## src/rtl/mpc_axil_port_router.sv

```systemverilog
// AXI-Lite target router: fans one upstream AXI-Lite stream out to PORT_NUM per-port
// register slaves, one transaction outstanding, with local DECERR for unpopulated offsets.
//
// state | meaning
// IDLE  | waiting for an eligible read or write; grant cycle asserts upstream readies
// WREQ  | AW and W presented to the selected port until each handshake completes
// WRSP  | waiting for the selected port's write response
// BOUT  | write response presented upstream until s_bready
// RREQ  | AR presented to the selected port until m_arready
// RRSP  | waiting for the selected port's read data
// ROUT  | read data presented upstream until s_rready
module mpc_axil_port_router #(
   parameter  int PORT_NUM = 4,
   parameter  int PORT_AW  = 10,
   localparam int PW       = (PORT_NUM > 1) ? $clog2(PORT_NUM) : 1
) (
   input  logic                    aclk,
   input  logic                    aresetn,
   input  logic                    s_awvalid,
   output logic                    s_awready,
   input  logic [31:0]             s_awaddr,
   input  logic                    s_wvalid,
   output logic                    s_wready,
   input  logic [31:0]             s_wdata,
   input  logic [3:0]              s_wstrb,
   output logic                    s_bvalid,
   input  logic                    s_bready,
   output logic [1:0]              s_bresp,
   input  logic                    s_arvalid,
   output logic                    s_arready,
   input  logic [31:0]             s_araddr,
   input  logic [3:0]              s_aruser,
   output logic                    s_rvalid,
   input  logic                    s_rready,
   output logic [31:0]             s_rdata,
   output logic [1:0]              s_rresp,
   output logic [PORT_NUM-1:0]     m_awvalid,
   input  logic [PORT_NUM-1:0]     m_awready,
   output logic [PORT_NUM-1:0]     m_wvalid,
   input  logic [PORT_NUM-1:0]     m_wready,
   output logic [PORT_NUM-1:0]     m_arvalid,
   input  logic [PORT_NUM-1:0]     m_arready,
   output logic [PORT_AW-1:0]      m_awaddr,
   output logic [PORT_AW-1:0]      m_araddr,
   output logic [31:0]             m_wdata,
   output logic [3:0]              m_wstrb,
   output logic [3:0]              m_aruser,
   input  logic [PORT_NUM-1:0]     m_bvalid,
   output logic [PORT_NUM-1:0]     m_bready,
   input  logic [2*PORT_NUM-1:0]   m_bresp,
   input  logic [PORT_NUM-1:0]     m_rvalid,
   output logic [PORT_NUM-1:0]     m_rready,
   input  logic [32*PORT_NUM-1:0]  m_rdata,
   input  logic [2*PORT_NUM-1:0]   m_rresp,
   output logic                    busy
);

   typedef enum logic [2:0] {IDLE, WREQ, WRSP, BOUT, RREQ, RRSP, ROUT} state_t;

   localparam logic [PW:0] PORT_NUM_W = (PW+1)'(PORT_NUM);

   state_t              state_q, state_d;
   logic                last_wr_q, last_wr_d;
   logic                aw_pend_q, aw_pend_d;
   logic                w_pend_q, w_pend_d;
   logic [PORT_AW-1:0]  addr_q, addr_d;
   logic [31:0]         wdata_q, wdata_d;
   logic [3:0]          wstrb_q, wstrb_d;
   logic [3:0]          aruser_q, aruser_d;
   logic [PW-1:0]       port_q, port_d;
   logic [1:0]          bresp_q, bresp_d;
   logic [1:0]          rresp_q, rresp_d;
   logic [31:0]         rdata_q, rdata_d;

   logic [PW-1:0]       awport, arport;
   logic                aw_err, ar_err;
   logic                wr_elig, rd_elig, grant_wr;
   logic [PORT_NUM-1:0] sel;
   logic                aw_hs, w_hs, ar_hs, b_hit, r_hit;

   assign awport  = s_awaddr[PORT_AW +: PW];
   assign arport  = s_araddr[PORT_AW +: PW];
   assign aw_err  = ({1'b0, awport} >= PORT_NUM_W) || (s_awaddr[31:PORT_AW+PW] != '0);
   assign ar_err  = ({1'b0, arport} >= PORT_NUM_W) || (s_araddr[31:PORT_AW+PW] != '0);

   // Write needs both AW and W; on contention the side not granted last time wins.
   assign wr_elig  = s_awvalid && s_wvalid;
   assign rd_elig  = s_arvalid;
   assign grant_wr = wr_elig && (!rd_elig || !last_wr_q);

   assign sel   = PORT_NUM'(1) << port_q;
   assign aw_hs = |(m_awready & sel);
   assign w_hs  = |(m_wready & sel);
   assign ar_hs = |(m_arready & sel);
   assign b_hit = |(m_bvalid & sel);
   assign r_hit = |(m_rvalid & sel);

   assign m_awvalid = aw_pend_q ? sel : '0;
   assign m_wvalid  = w_pend_q ? sel : '0;
   assign m_arvalid = (state_q == RREQ) ? sel : '0;
   assign m_bready  = (state_q == WRSP) ? sel : '0;
   assign m_rready  = (state_q == RRSP) ? sel : '0;
   assign m_awaddr  = addr_q;
   assign m_araddr  = addr_q;
   assign m_wdata   = wdata_q;
   assign m_wstrb   = wstrb_q;
   assign m_aruser  = aruser_q;

   assign s_bvalid = (state_q == BOUT);
   assign s_rvalid = (state_q == ROUT);
   assign s_bresp  = bresp_q;
   assign s_rresp  = rresp_q;
   assign s_rdata  = rdata_q;
   assign busy     = (state_q != IDLE);

   always_comb begin
      state_d   = state_q;
      last_wr_d = last_wr_q;
      aw_pend_d = aw_pend_q;
      w_pend_d  = w_pend_q;
      addr_d    = addr_q;
      wdata_d   = wdata_q;
      wstrb_d   = wstrb_q;
      aruser_d  = aruser_q;
      port_d    = port_q;
      bresp_d   = bresp_q;
      rresp_d   = rresp_q;
      rdata_d   = rdata_q;
      s_awready = 1'b0;
      s_wready  = 1'b0;
      s_arready = 1'b0;
      case (state_q)
         IDLE: begin
            if (grant_wr) begin
               s_awready = 1'b1;
               s_wready  = 1'b1;
               last_wr_d = 1'b1;
               addr_d    = s_awaddr[PORT_AW-1:0];
               wdata_d   = s_wdata;
               wstrb_d   = s_wstrb;
               port_d    = awport;
               if (aw_err) begin
                  bresp_d = 2'b11;
                  state_d = BOUT;
               end else begin
                  aw_pend_d = 1'b1;
                  w_pend_d  = 1'b1;
                  state_d   = WREQ;
               end
            end else if (rd_elig) begin
               s_arready = 1'b1;
               last_wr_d = 1'b0;
               addr_d    = s_araddr[PORT_AW-1:0];
               aruser_d  = s_aruser;
               port_d    = arport;
               if (ar_err) begin
                  rresp_d = 2'b11;
                  rdata_d = '0;
                  state_d = ROUT;
               end else begin
                  state_d = RREQ;
               end
            end
         end
         WREQ: begin
            if (aw_pend_q && aw_hs) aw_pend_d = 1'b0;
            if (w_pend_q && w_hs)   w_pend_d  = 1'b0;
            if ((!aw_pend_q || aw_hs) && (!w_pend_q || w_hs)) state_d = WRSP;
         end
         WRSP: begin
            if (b_hit) begin
               bresp_d = m_bresp[{port_q, 1'b0} +: 2];
               state_d = BOUT;
            end
         end
         BOUT: if (s_bready) state_d = IDLE;
         RREQ: if (ar_hs) state_d = RRSP;
         RRSP: begin
            if (r_hit) begin
               rdata_d = m_rdata[{port_q, 5'b0} +: 32];
               rresp_d = m_rresp[{port_q, 1'b0} +: 2];
               state_d = ROUT;
            end
         end
         ROUT: if (s_rready) state_d = IDLE;
         default: state_d = IDLE;
      endcase
   end

   always_ff @(posedge aclk or negedge aresetn) begin
      if (!aresetn) begin
         state_q   <= IDLE;
         last_wr_q <= 1'b0;
         aw_pend_q <= 1'b0;
         w_pend_q  <= 1'b0;
         addr_q    <= '0;
         wdata_q   <= '0;
         wstrb_q   <= '0;
         aruser_q  <= '0;
         port_q    <= '0;
         bresp_q   <= '0;
         rresp_q   <= '0;
         rdata_q   <= '0;
      end else begin
         state_q   <= state_d;
         last_wr_q <= last_wr_d;
         aw_pend_q <= aw_pend_d;
         w_pend_q  <= w_pend_d;
         addr_q    <= addr_d;
         wdata_q   <= wdata_d;
         wstrb_q   <= wstrb_d;
         aruser_q  <= aruser_d;
         port_q    <= port_d;
         bresp_q   <= bresp_d;
         rresp_q   <= rresp_d;
         rdata_q   <= rdata_d;
      end
   end

endmodule
```

## config.mk

```make
export PLATFORM = sky130hd
export DESIGN_NAME = mpc_axil_port_router
export DESIGN_NICKNAME = d
export VERILOG_FILES = /design/src/rtl/mpc_axil_port_router.sv
export SDC_FILE = /design/constraint.sdc
export NUM_CORES = 1
export LEC_CHECK = 0
export CAP_MARGIN = 10
export CELL_PAD_IN_SITES_DETAIL_PLACEMENT = 0
export CELL_PAD_IN_SITES_GLOBAL_PLACEMENT = 1
export CORE_AREA = 2 2 155 157
export DETAILED_ROUTE_END_ITERATION = 10
export DIE_AREA = 0 0 157 159
export PLACE_DENSITY = 0.75
export SLEW_MARGIN = 20
export SYNTH_ARGS = -nofsm -noshare
export SYNTH_HDL_FRONTEND = slang
export SYNTH_SLANG_ARGS = --single-unit
```

## constraint.sdc

```tcl
create_clock -name aclk -period 3.8 [get_ports aclk]
set_clock_uncertainty 0.15 [all_clocks]
set_input_delay 0.76 -clock aclk [delete_from_list [all_inputs] [get_ports aclk]]
set_output_delay 0.76 -clock aclk [all_outputs]
set_load 0.02 [all_outputs]
```

==> reports/metrics.csv <==
metric,value,unit
run status,finished clean,
core area,23200,sq um
Finished Cell Area,9780,sq um
crit path cell chain,nor3_2 -> nand4_1 -> inv_1 -> clkdlybuf4s50_1,
Total GRT Usage,17.6,%
most frequent cells in the layout,"395 x clkdlybuf4s50_1, 136 x nand2_1, 92 x dfrtp_1",
"Hold Vio Cnt, Final",0,
Rel. slew slack,48.8,%
CP max stage delay,680,ps
Die H,159,um
Reg2Reg Setup Slack,1310,ps
RR Startpoint,port_q[1],
Setup CP Type,register to output pin,
Final ANT Viol Nets,0,
worst flop-to-flop path endpoint,state_q[0],
synth top area cells,"dfrtp_1 45%, mux4_2 16%, nand2_1 9.7%",
synth unique cells,45,
I/O pin total,397,
GRT overflow,0,
CTS Buf Count,9,
row cnt,56,
Worst Path Arrival,2520,ps
Slew @ Worst Pin,768,ps
Synth Cell Area,5270,sq um
Finished Layout Cells,1204,
critical path's slowest cell,clkdlybuf4s50_1,
min Tclk post-route,3430,ps
Via density,4.36,
Syn. warnings,0,
initial drt markers,206,
routability congestion estimate from global placement,0.745,
Vias,5253,
Clock Power Share,14.6,%
reg2reg path depth,6,
RSZ-0062 raised after global routing,false,
Die X,157,um
Sw Ratio,40.6,%
clk slew on worst S/H paths,80,ps
Final Power,6570,uW
first-pass GRT wire length,33.2,mm
drt total wl,22.3,mm
largest net degree at the start of global routing,79,
initial core utilization,22.7,%
cell internal pwr,3900,uW
cell area power density,671,nW/um^2
# setup viols final,0,
Max Slew Vio Count,0,
share of the synthesized area in the top cell type,44.6,%
"Setup Fix Bufs, Post-CTS",0,
sequential element share of the synthesized area,44.6,%
nets@finish,1155,
"commonest non-fill, non-tap cell in the layout",clkdlybuf4s50_1,
DR DRC count,0,
placed wire-length estimate,17.5,mm
sw power,2660,uW
Placement Cell Area,9470,sq um
maximum VDD drop,0.332,mV
H-Tree Level Count,3,
Comb pwr share,57.1,%
Critical Path Start,state_q[0],
CTS root buf,clkbuf_16,
sequential power share,28.3,%
CP max FO,16,
Critical Path Source Type,register,
Mapped Avg Cell Area,10.4,sq um
Worst EP required,2890,ps
Gate Count Post-Synth,507,
"area leader, netlist",dfrtp_1,
final core utilization,42.2,%
Post-synth EDFFs,0,
vias in the first global route,5689,
DP Cell Count,1188,
setup_tns,0,ps
clock buffer depth,2,
antenna cells,0,
number of synthesized register bits,94,
worst skew pair latency,350,ps
Setup crit end,s_wready,
PortBufs,396,
First-pass DRT Iterations,4,
Clock Sink Count,94,
die area,25000,sq um
Routed WL per cell,18.5,um
Lkg Pwr,0.00411,uW
CTS tree,yes,
Synth Net Count,782,
max cap viols,0,
class of the worst hold path,input port to async pin,
prevailing post-synth register cell,dfrtp_1,
period utilization,90.3,%
"Area growth, synth to finish",85.6,%
Critical Path End Type,output pin,
cts hold-fix bufs,0,
Fmax,291,MHz
post_cts resized,0,
asr flop ratio synth,100,%
initial antenna violation count,0,
layout cells sized above 1,9.15,%
==> layout make-up <==
| cell class | count | area [sq um] |
|---|---|---|
| clock buffers | 10 | 229 |
| clock inverters | 6 | 77.6 |
| fillers | 2293 | 13400 |
| inverters | 41 | 154 |
| multi-input cells | 326 | 2510 |
| flip-flops and latches | 94 | 2360 |
| well taps | 319 | 399 |
| repair buffers | 408 | 4060 |
==> layer usage <==
metal / wire length, um / track usage, %
met1: 8430 / 19.7
met2: 11100 / 31.4
met3: 2280 / 5.93
met4: 461 / 5.00
met5: 0 / 0
==> kinds of logic after synthesis <==
kind of cell    after synthesis  synth area share (%)
compound gates               66                  10.1
buf+inv                      87                  7.96
flops                        94                  44.6
mux                          63                  21.2
simple gates                197                  16.1
==> worst min path at each step <==
stage                    start     endpoint  slack, ps  cells past startpoint
floorplan             w_pend_q     w_pend_q        290                      2
finish                 aresetn  s_rdata[21]        310                      1
global placement    m_wstrb[0]   m_wstrb[0]        310                      2
detailed placement  m_wdata[9]   m_wdata[9]        310                      2
global route           aresetn  s_rdata[17]        350                      1
CTS                 m_wstrb[1]   m_wstrb[1]        330                      2
==> power groups by stage <==
| stage | clock [uW] | combinational [uW] | sequential, uW |
|---|---|---|---|
| after floorplan | 0 | 1620 | 2280 |
| after global placement | 0 | 3780 | 1860 |
| after detailed placement | 0 | 3800 | 1870 |
| after CTS | 1000 | 3810 | 1870 |
| after global routing | 1040 | 4020 | 1930 |
| final | 960 | 3750 | 1860 |
==> flip-flops by register name (all words and copies together) (netlist names), 3 cells and up <==
register and cells:
m_wdata 32, s_rdata 32, m_araddr 10, m_aruser 4
m_wstrb 4, state_q 3
==> Yosys cell counts (2+ instances only) <==
master	number
buf_6	3
o22a_1	3
nor3_1	5
mux2i_1	18
nand2b_1	2
inv_1	41
dfrtp_1	94
mux2_2	6
clkbuf_1	12
nor3b_1	4
nor4_1	11
buf_2	14
nand3_1	5
and3b_1	3
a211oi_1	2
o21ai_0	14
o2bb2ai_1	32
nand4_1	2
nor2_1	23
buf_4	14
mux4_2	38
buf_1	3
nand2_1	136
==> per-stage QoR <==
stage          hold slack [ps]  setup WS [ps]
2_1_floorplan              294           1210
3_3_place_gp               306            372
3_5_place_dp               311            386
4_1_cts                    330            320
5_1_grt                    349            188
6_report                   309            368
==> critical path, delay by kind of cell (launching register included) <==
kind                   cells  cell delay, ps
and+or+nand+nor            2             620
DFF                        1             540
buffers and inverters      2            1010
Power figures use the tool's default switching activity.
